File: src/rtl/snand_pll_ctrl_pkg.sv
// snand_pll_ctrl_pkg
//   Shared definitions for the PLL reset/lock sequencer: state encoding,
//   default parameter values, fixed status-counter widths and a counter
//   width helper.
package snand_pll_ctrl_pkg;

  // Encodings are visible on state_o, so they are pinned explicitly.
  typedef enum logic [2:0] {
    ST_HOLD   = 3'd0,
    ST_WAIT   = 3'd1,
    ST_STABLE = 3'd2,
    ST_RUN    = 3'd3,
    ST_FAIL   = 3'd4
  } pll_state_e;

  localparam int DEF_RST_HOLD_CYC     = 16;
  localparam int DEF_LOCK_TIMEOUT_CYC = 50000;
  localparam int DEF_LOCK_STABLE_CYC  = 1024;
  localparam int DEF_MAX_RETRIES      = 3;

  localparam int LOSS_CNT_W  = 8;
  localparam int RETRY_CNT_W = 4;

  // Counter width for a count that runs 0..n-1. A parameter of 1 still
  // needs a 1-bit register, where $clog2 alone would give zero.
  function automatic int cnt_w(input int n);
    return (n > 1) ? $clog2(n) : 1;
  endfunction

endpackage

File: src/rtl/sync_2ff.sv
// sync_2ff
//   1-bit two-flop synchronizer for asynchronous status inputs.
//   Ports:
//     clk   - destination clock
//     rst_n - asynchronous active-low reset, both flops clear to 0
//     d     - asynchronous input
//     q     - synchronized output, two clk edges of latency
module sync_2ff (
  input  logic clk,
  input  logic rst_n,
  input  logic d,
  output logic q
);

  logic meta;

  // First flop may go metastable; the second gives it a full cycle to
  // resolve before anything downstream looks at the value.
  always_ff @(posedge clk or negedge rst_n) begin
    if (!rst_n) begin
      meta <= 1'b0;
      q    <= 1'b0;
    end else begin
      meta <= d;
      q    <= meta;
    end
  end

endmodule

File: src/rtl/snand_pll_ctrl.sv
// snand_pll_ctrl
//   PLL reset and lock sequencer. Holds the PLL in reset, waits for a
//   synchronized lock that stays high for LOCK_STABLE_CYC cycles, retries on
//   timeout, gives up after MAX_RETRIES, and re-sequences on lock loss or a
//   relock request. Runs entirely on the free-running reference clock.
//   Ports:
//     refclk       - PLL reference clock, the only clock
//     rst_n        - asynchronous active-low reset
//     pll_locked_i - raw PLL locked flag, asynchronous to refclk
//     relock_req_i - single-cycle pulse forcing a fresh sequence
//     pll_rst_o    - PLL reset, active-high (HOLD or FAIL)
//     sys_rst_n_o  - downstream reset, active-low (released in RUN)
//     ready_o      - clocks qualified (RUN)
//     fail_o       - retries exhausted (FAIL)
//     state_o      - current state encoding
//     retry_cnt_o  - timed-out attempts since last RUN or relock request
//     loss_cnt_o   - saturating count of lock losses seen in RUN
module snand_pll_ctrl
  import snand_pll_ctrl_pkg::*;
#(
  parameter int RST_HOLD_CYC     = DEF_RST_HOLD_CYC,
  parameter int LOCK_TIMEOUT_CYC = DEF_LOCK_TIMEOUT_CYC,
  parameter int LOCK_STABLE_CYC  = DEF_LOCK_STABLE_CYC,
  parameter int MAX_RETRIES      = DEF_MAX_RETRIES
) (
  input  logic                   refclk,
  input  logic                   rst_n,
  input  logic                   pll_locked_i,
  input  logic                   relock_req_i,
  output logic                   pll_rst_o,
  output logic                   sys_rst_n_o,
  output logic                   ready_o,
  output logic                   fail_o,
  output logic [2:0]             state_o,
  output logic [RETRY_CNT_W-1:0] retry_cnt_o,
  output logic [LOSS_CNT_W-1:0]  loss_cnt_o
);

  localparam int HOLD_W = cnt_w(RST_HOLD_CYC);
  localparam int TMO_W  = cnt_w(LOCK_TIMEOUT_CYC);
  localparam int STB_W  = cnt_w(LOCK_STABLE_CYC);

  localparam logic [HOLD_W-1:0]      HOLD_LAST = HOLD_W'(RST_HOLD_CYC - 1);
  localparam logic [TMO_W-1:0]       TMO_LAST  = TMO_W'(LOCK_TIMEOUT_CYC - 1);
  localparam logic [STB_W-1:0]       STB_LAST  = STB_W'(LOCK_STABLE_CYC - 1);
  localparam logic [RETRY_CNT_W-1:0] RETRY_MAX = RETRY_CNT_W'(MAX_RETRIES);

  pll_state_e             state_q, state_d;
  logic [HOLD_W-1:0]      hold_cnt_q;
  logic [TMO_W-1:0]       tmo_cnt_q;
  logic [STB_W-1:0]       stb_cnt_q;
  logic [RETRY_CNT_W-1:0] retry_q, retry_d, retry_inc;
  logic [LOSS_CNT_W-1:0]  loss_q, loss_d;
  logic                   lock_s;
  logic                   in_lock_wait_q, in_lock_wait_d, timeout;

  sync_2ff u_lock_sync (
    .clk   (refclk),
    .rst_n (rst_n),
    .d     (pll_locked_i),
    .q     (lock_s)
  );

  // The timeout window spans WAIT and STABLE together, so bouncing between
  // them on a glitchy lock does not buy extra time.
  assign in_lock_wait_q = (state_q == ST_WAIT) || (state_q == ST_STABLE);
  assign in_lock_wait_d = (state_d == ST_WAIT) || (state_d == ST_STABLE);
  assign timeout        = in_lock_wait_q && (tmo_cnt_q == TMO_LAST);
  assign retry_inc      = retry_q + RETRY_CNT_W'(1);

  // Next-state and status-counter logic. A relock request outranks a
  // timeout, which outranks any lock-driven move, so a relock landing on the
  // timeout cycle leaves retry_cnt cleared rather than incremented.
  always_comb begin
    state_d = state_q;
    retry_d = retry_q;
    loss_d  = loss_q;
    if (relock_req_i && (state_q != ST_HOLD)) begin
      state_d = ST_HOLD;
      retry_d = '0;
    end else if (timeout) begin
      retry_d = retry_inc;
      state_d = (retry_inc == RETRY_MAX) ? ST_FAIL : ST_HOLD;
    end else begin
      case (state_q)
        ST_HOLD: begin
          if (hold_cnt_q == HOLD_LAST) state_d = ST_WAIT;
        end
        ST_WAIT: begin
          if (lock_s) state_d = ST_STABLE;
        end
        ST_STABLE: begin
          if (!lock_s) begin
            state_d = ST_WAIT;
          end else if (stb_cnt_q == STB_LAST) begin
            state_d = ST_RUN;
            retry_d = '0;
          end
        end
        ST_RUN: begin
          if (!lock_s) begin
            state_d = ST_HOLD;
            if (loss_q != '1) loss_d = loss_q + LOSS_CNT_W'(1);
          end
        end
        ST_FAIL: begin
          state_d = ST_FAIL;
        end
        default: state_d = ST_HOLD;
      endcase
    end
  end

  // State, counters and registered output decodes. Each phase counter only
  // advances while the state stays in its phase and restarts from zero on
  // any entry, which is what makes a STABLE glitch restart qualification.
  // Outputs decode state_d so they switch on the same edge as state_o.
  always_ff @(posedge refclk or negedge rst_n) begin
    if (!rst_n) begin
      state_q     <= ST_HOLD;
      hold_cnt_q  <= '0;
      tmo_cnt_q   <= '0;
      stb_cnt_q   <= '0;
      retry_q     <= '0;
      loss_q      <= '0;
      pll_rst_o   <= 1'b1;
      sys_rst_n_o <= 1'b0;
      ready_o     <= 1'b0;
      fail_o      <= 1'b0;
    end else begin
      state_q     <= state_d;
      retry_q     <= retry_d;
      loss_q      <= loss_d;
      hold_cnt_q  <= ((state_q == ST_HOLD) && (state_d == ST_HOLD)) ?
                     hold_cnt_q + HOLD_W'(1) : '0;
      tmo_cnt_q   <= (in_lock_wait_q && in_lock_wait_d) ?
                     tmo_cnt_q + TMO_W'(1) : '0;
      stb_cnt_q   <= ((state_q == ST_STABLE) && (state_d == ST_STABLE)) ?
                     stb_cnt_q + STB_W'(1) : '0;
      pll_rst_o   <= (state_d == ST_HOLD) || (state_d == ST_FAIL);
      sys_rst_n_o <= (state_d == ST_RUN);
      ready_o     <= (state_d == ST_RUN);
      fail_o      <= (state_d == ST_FAIL);
    end
  end

  assign state_o     = state_q;
  assign retry_cnt_o = retry_q;
  assign loss_cnt_o  = loss_q;

endmodule
File: config.mk
export PLATFORM = sky130hd
export DESIGN_NAME = snand_pll_ctrl
export DESIGN_NICKNAME = d
export VERILOG_FILES = /design/src/rtl/snand_pll_ctrl_pkg.sv /design/src/rtl/sync_2ff.sv /design/src/rtl/snand_pll_ctrl.sv
export SDC_FILE = /design/constraint.sdc
export NUM_CORES = 1
export LEC_CHECK = 0
export CORE_MARGIN = 10
export CORE_UTILIZATION = 55
export CTS_BUF_LIST = sky130_fd_sc_hd__clkbuf_4 sky130_fd_sc_hd__clkbuf_8 sky130_fd_sc_hd__clkbuf_16
export DETAILED_ROUTE_END_ITERATION = 10
export MAX_ROUTING_LAYER = met4
export PLACE_DENSITY = 0.77
export SETUP_SLACK_MARGIN = 0.4
export SYNTH_ARGS = -nofsm -noshare
export SYNTH_HDL_FRONTEND = slang
export SYNTH_HIERARCHICAL = 1
export SYNTH_SLANG_ARGS = --single-unit
File: constraint.sdc
create_clock -name refclk -period 4.5 [get_ports refclk]
set_input_delay 0.45 -clock refclk [delete_from_list [all_inputs] [get_ports refclk]]
set_output_delay 0.45 -clock refclk [all_outputs]
set_load 0.05 [all_outputs]
==> results by group, run 1 <==
Clock tree
  – Cts bufs inserted: 5
  – Post-CTS Resized: 0
  – CTS tree: built
  – Worst-path clk slew: 90 ps
  – Setup Buffers After CTS: 0
  – CTS H-tree lvls: 2
  – Hold-fix buffers, CTS: 0
  – Root buf cell: clkbuf_8
  – Longest Clk Path Bufs: 2
  – Clock Latency Late Sink: around 300 ps
  – Sinks on Clock Net: 50

Timing
  – Skew final: about 12 ps
  – Final Worst Setup Slack: 2290 ps
  – Fin Setup TNS: 0 ps
  – Maximum achievable frequency: between 0.4 and 0.5 GHz
  – RSZ-0062 raised after global routing: false
  – Final Critical Period: around 2200 ps
  – Worst slew margin: ~29%
  – Final Setup Violations: 0
  – Final hold vios: 0
  – Slew Viols, Final: 0
  – Least-Margin Pin Slew: around 1100 ps
  – Final worst path period share: between 40 and 50%

Place
  – DPL Wire Length: about 3100 µm
  – DP Area: about 2700 µm²
  – Placed insts: between 300 and 400
  – Post-Place Worst Slack: 2330 ps
  – GPL Wtd Cong: approximately 0.78
  – IO buf count: 22

Synthesis
  – Area leader, netlist: dfrtp_1
  – Post-Syn Nets: ~240
  – Async SR Flop Fraction: 100%
  – Synth area leaders: dfrtp_1, xnor2_1, nor2_1
  – FF+latch count, synth: 50
  – Seq/Total Area, Yosys: 51.3%
  – Mapped Area: roughly 2400 µm²
  – Primary FF master, synth: dfrtp_1
  – Post-Synthesis Cells: between 200 and 250
  – Yosys top cell area share: 50.3%
  – Synth warn: 6
  – Syn avg cell area: 10.4 µm²
  – Netlist cell types: 41
  – Post-synth EDFFs: 0

Worst setup path
  – Critical path arrival: between 1500 and 2000 ps
  – R2R setup slack: 2380 ps
  – CP Capture Type: primary output
  – Reg2reg start: loss_cnt_o[0]
  – Critical-path cell list: clkdlybuf4s50_1
  – Crit path max-delay family: buffers and inverters
  – Max FO, Critical Path: 11
  – Worst path depth: 1
  – Critical Path RT: approximately 4000 ps
  – Reg-to-reg endpoint: loss_cnt_o[1]
  – Crit Path Category: flop to primary output
  – Startpoint Class: flop
  – Worst path buffer plus inverter count: 1
  – Max incr delay on CP: just under 900 ps
  – Critical-path top delay cell: clkdlybuf4s50_1
  – R2R cell count: 5

Route
  – DRC Markers: 0
  – Initial DRC count: 87
  – Initial DRT Pass Iterations: 4
  – DR vias/cell: about 5.5
  – Wirelength per Cell: approximately 14 µm
  – DR vias: ~1.7k
  – Post-route ant nets: 0
  – Final wirelength: approximately 4300 µm

Final layout
  – Fill cell total of the finished layout: 374
  – Most common cell after layout, fill and taps aside: dfrtp_1
  – Nets@finish: 269
  – Most frequent cells in the layout: dfrtp_1, nor2_1, clkdlybuf4s50_1
  – Final Non-Filler Cells: 312
  – Layout cells sized above 1: 9.23%
  – Ant. Diodes: 0
  – Area grow syn2layout: 13.3%
  – Final Util: 63.9%
  – Finished Cell Area: 2770 µm²

GRT
  – Grt total ovfl: 0
  – First-pass GRT wire length: about 7600 µm
  – Number of antenna violations at the first check in global routing: 0
  – Vias in the first global route: approximately 1.6k
  – Gr usage total: between 10% and 20%
  – Largest net degree at the start of global routing: 51

Power and ir drop
  – Flop pwr share: around 50%
  – PwrDens: around 400 nW/µm²
  – Leakage: 1.16 nW
  – P_int: between 0.7 and 0.8 mW
  – Combinational Power Share: between 20% and 30%
  – Clock share of power: a little under a quarter
  – Switching share of power: between 30% and 40%
  – Switching pwr: around 0.37 mW
  – Maximum vdd drop: 240 µV

Floorplanning
  – Die ar.: about 7500 µm²
  – Core footprint: 4320 µm²
  – Die Y: slightly below 90 µm
  – Top Ports: 23
  – Width of the die: slightly below 90 µm
  – Initial Util: between 50% and 60%
  – Row count: 24

Run status
  – Status: finished clean

Job
  – Maxcap violations: 0

Min path
  – Min-Delay Path Class: input port to async pin
-- through the flow --
step / hold slack, ps / total power, mW
final: 329 / 1.10
after global routing: 362 / 1.16
after CTS: 355 / 1.11
after detailed placement: 336 / 0.857
after global placement: 335 / 0.849
after floorplan: 154 / 0.781
-- cell type report --
| class | count | area, µm² | area share [%] |
|---|---|---|---|
| inverter | 7 | 26.3 | 0.950 |
| clock inverter | 2 | 10.0 | 0.362 |
| sequential | 50 | 1250 | 45.3 |
| multi-input combinational | 173 | 1120 | 40.5 |
| tap | 52 | 65.1 | 2.35 |
| clock buffer | 6 | 76.3 | 2.76 |
| timing repair buffer | 22 | 215 | 7.78 |
-- logic make-up (layout without fill, tap and decap cells) --
family	count (synthesis)	in the layout	synth area share (%)
and+or+nand+nor	118	118	25.8
DFF	50	50	51.3
xor gates and xnor gates	31	31	11.1
AOI/OAI and AO/OA	16	16	4.97
buffers and inverters	11	37	2.77
adders and majority gates	6	6	3.08
muxes	2	2	0.923
-- sequential cells by signal (all words and copies together), names as in the netlist --
signal / flops
ready_o: 1
tmo_cnt_q: 16
pll_rst_o: 1
retry_cnt_o: 4
u_lock_sync/meta: 1
stb_cnt_q: 10
state_o: 3
u_lock_sync/q: 1
hold_cnt_q: 4
loss_cnt_o: 8
fail_o: 1
-- power by group through the flow --
stage	Combinational, mW	Sequential [mW]	Clock (mW)
after global placement	0.293	0.555	0
final	0.295	0.549	0.253
after CTS	0.300	0.549	0.260
after detailed placement	0.300	0.557	0
after floorplan	0.174	0.607	0
after global routing	0.323	0.557	0.275
-- routing by layer --
layer	vias up	part of all wire, %	global-route usage, %
li1	856	-	-
met1	833	46	15.3
met2	20	49	18.9
met3	4	4.7	3.75
met4	0	0.93	3.98
met5	-	0	-
-- synthesized netlist by cell type, types with 2 or more instances --
cell type	count
and4_1	5
nor4_1	2
inv_1	6
a21o_1	2
a21oi_1	3
nand2b_1	5
nand4_1	6
nand4b_1	2
and3_1	8
ha_1	6
a31o_2	2
nand3_1	15
xor2_1	13
nor4b_1	2
buf_6	3
dfrtp_1	49
nand2_1	18
or2_2	2
or3_1	2
nor2_1	34
xnor2_1	18
or3_4	3
nor3_1	9
mux2_2	2
-- how the worst max path moves through the flow --
stage	to	from	slack, ps
2_1_floorplan	loss_cnt_o[1]	loss_cnt_o[0]	2320
3_3_place_gp	loss_cnt_o[1]	relock_req_i	2440
3_5_place_dp	loss_cnt_o[1]	relock_req_i	2330
4_1_cts	state_o[0]	state_o[0]	2270
5_1_grt	loss_cnt_o[5]	loss_cnt_o[0]	2200
6_report	state_o[0]	state_o[0]	2290
No activity file was read; power rests on OpenSTA's default activity.
==> run 2, diff against run 1 <==
--- a/config.mk
+++ b/config.mk
@@ -6,11 +6,11 @@
 export NUM_CORES = 1
 export LEC_CHECK = 0
 export CORE_MARGIN = 10
-export CORE_UTILIZATION = 55
+export CORE_UTILIZATION = 51
 export CTS_BUF_LIST = sky130_fd_sc_hd__clkbuf_4 sky130_fd_sc_hd__clkbuf_8 sky130_fd_sc_hd__clkbuf_16
 export DETAILED_ROUTE_END_ITERATION = 10
 export MAX_ROUTING_LAYER = met4
-export PLACE_DENSITY = 0.77
+export PLACE_DENSITY = 0.75
 export SETUP_SLACK_MARGIN = 0.4
 export SYNTH_ARGS = -nofsm -noshare
 export SYNTH_HDL_FRONTEND = slang
==> constraint.sdc (replaced) <==
create_clock -name refclk -period 2 [get_ports refclk]
set_input_delay 0.2 -clock refclk [delete_from_list [all_inputs] [get_ports refclk]]
set_output_delay 0.2 -clock refclk [all_outputs]
set_load 0.05 [all_outputs]
==> run 2 against run 1 <==
- hold slack lost 1.9 ps
- final cell count grew 14%
- sequential power grew 120%
- sequential cell count is the same
- register-to-register slack lost 2100 ps
- die area grew 6.0%
- first-iteration DRC count grew 53%
- utilization grew 9.1 points
- count of clock-buffer cells in the layout grew 1
- wire length grew 42%
- clock power grew 140%
- largest power group unchanged
==> results by group, run 2 (synthesized netlist as in run 1, its figures left out) <==
Timing
  – Final Setup Violations: 0 (unchanged)
  – Final hold vios: 0 (unchanged)
  – RSZ-0062 raised after global routing: true
  – Skew final: 9.58 ps (-1.95 ps)
  – Worst slew margin: 61.7% (+32 points)
  – Worst hold slack: 327 ps (-1.94 ps)
  – Final Critical Period: 1750 ps
  – Fin Setup TNS: 0 ps (unchanged)
  – Least-Margin Pin Slew: 574 ps (-485 ps)
  – Slew Viols, Final: 0 (unchanged)
  – Final worst path period share: 87.5%
  – Maximum achievable frequency: 0.571 GHz

Floorplanning
  – Row count: 25 (+4.2%)
  – Die Y: 89.2 µm (+3.0%)
  – Width of the die: 89.2 µm (+3.0%)
  – Initial Util: 52.0% (-4.4 points)
  – Die ar.: 7950 µm² (+6.0%)
  – Core footprint: 4690 µm² (+8.5%)
  – Top Ports: 23 (unchanged)

Worst setup path
  – Critical path arrival: 1980 ps (+220 ps)
  – Max FO, Critical Path: 7 (-4)
  – Critical Path Most Common Cell: or3_4
  – Worst path buffer plus inverter count: 1 (unchanged)
  – Critical Path RT: 2220 ps (-1830 ps)
  – Crit path max-delay family: simple AND/OR/NAND/NOR gates
  – CP Capture Type: flop
  – Critical-path top delay cell: or3_4
  – Crit Path Category: flop to flop
  – Startpoint Class: flop
  – Max incr delay on CP: 480 ps (-410 ps)
  – Critical-path cell list: buf_12, xnor2_4, or3_4, or3_4, nor2_1

GRT
  – Vias in the first global route: 2,076 (+27%)
  – Gr usage total: 15.8% (+3.5 points)
  – Number of antenna violations at the first check in global routing: 0 (unchanged)
  – Largest net degree at the start of global routing: 27 (-47%)
  – First-pass GRT wire length: 9690 µm (+28%)
  – Grt total ovfl: 0 (unchanged)

Clock tree
  – Sinks on Clock Net: 50 (unchanged)
  – CTS H-tree lvls: 2 (unchanged)
  – CTS tree: built
  – Worst-path clk slew: 90 ps (about the same)
  – Cts bufs inserted: 5 (unchanged)
  – Root buf cell: clkbuf_8
  – Clock Latency Late Sink: 300 ps (about the same)
  – Longest Clk Path Bufs: 2 (unchanged)

Power and ir drop
  – Maximum vdd drop: 446 µV (+86%)
  – PwrDens: 879 nW/µm² (+120%)
  – Leakage: 1.52 nW (+32%)

Final layout
  – Layout cells sized above 1: 41.9% (+33 points)
  – Fill cell total of the finished layout: 337 (-9.9%)
  – Final Non-Filler Cells: 357 (+14%)
  – Nets@finish: 312 (+16%)
  – Ant. Diodes: 0 (unchanged)
  – Largest register by flop count: tmo_cnt_q
  – Most common cell after layout, fill and taps aside: dfrtp_1
  – Most frequent cells in the layout: dfrtp_1, buf_4, nor2_2
  – Area grow syn2layout: 40.5%
  – Final Util: 73.0% (+9.1 points)
  – Max reg flops: 16 (unchanged)

Route
  – Metal2 WL: 3190 µm (+52%)
  – Initial DRC count: 133 (+53%)
  – Met3 routed WL: 185 µm (-8.9%)
  – Wirelength per Cell: 17.2 µm (+24%)
  – DRC Markers: 0 (unchanged)
  – DR vias: 2,024 (+18%)
  – Initial DRT Pass Iterations: 4 (unchanged)
  – Post-route ant nets: 0 (unchanged)
  – Final wirelength: 6120 µm (+42%)
  – DR top layer: met4
  – Post-Route M1 WL: 2640 µm (+34%)
  – DR vias/cell: 5.67 (+3.3%)

Place
  – IO buf count: 22 (unchanged)
  – Placed insts: 316 (+3.9%)
  – GPL Wtd Cong: 0.823 (+5.7%)
  – DPL Wire Length: 3530 µm (+12%)

Min path
  – Min-Delay Path Class: input port to flop

Run status
  – Status: finished clean

Job
  – Maxcap violations: 0 (unchanged)
==> run 2: per-layer routing <==
layer | track usage (%) | up-vias
li1 | - | 953
met1 | 18.9 | 1030
met2 | 25.7 | 30
met3 | 3.65 | 11
met4 | 5.49 | 0
met5 | - | -
==> run 2: path summary, 6_finish.rpt <==
| path | start | end | slack [ps] | depth (start not counted) |
|---|---|---|---|---|
| min | pll_locked_i | u_lock_sync/meta | 330 | 1 |
| max in group asynchronous | rst_n | loss_cnt_o[0] | 1030 | 3 |
| min in group asynchronous | rst_n | hold_cnt_q[1] | 420 | 2 |
| max | state_o[1] | tmo_cnt_q[4] | 250 | 5 |
| max reg2reg | state_o[1] | tmo_cnt_q[4] | 250 | 5 |
| min reg2reg | u_lock_sync/meta | u_lock_sync/q | 350 | 0 |
==> run 2: cell type report <==
| type | count | area, µm² | share of cell area, % |
|---|---|---|---|
| clock inverters | 1 | 5.00 | 0.146 |
| multi-input cells | 174 | 1430 | 41.6 |
| clock buffers | 7 | 90.1 | 2.63 |
| repair buffers | 64 | 551 | 16.1 |
| inverters | 7 | 28.8 | 0.840 |
| flip-flops and latches | 50 | 1260 | 36.7 |
| well taps | 54 | 67.6 | 1.97 |
==> run 2: power breakdown <==
part | leakage (nW) | internal (mW) | switching (mW)
logic | 0.799 | 0.535 | 0.639
registers | 0.673 | 1.12 | 0.103
clock network | 0.0517 | 0.293 | 0.323
total | 1.52 | 1.95 | 1.06
==> run 2: through the flow <==
| step | total power, mW | instance area, µm² | worst slack [ps] |
|---|---|---|---|
| 3_3_place_gp | 1.99 | 2860 | 241 |
| 5_1_grt | 3.18 | 3430 | 198 |
| 2_1_floorplan | 1.81 | 2530 | 144 |
| 4_1_cts | 2.83 | 3210 | 293 |
| 6_report | 3.01 | 3430 | 250 |
| 3_5_place_dp | 2.01 | 2860 | 168 |
==> run 2: repair_timing <==
action	CTS	global route
pin swaps	9	13
gates cloned	1	0
gates resized for setup	42	47
hold buffers	1	0
setup endpoints to repair	59	48
setup buffers	21	10
hold endpoints to repair	23	0
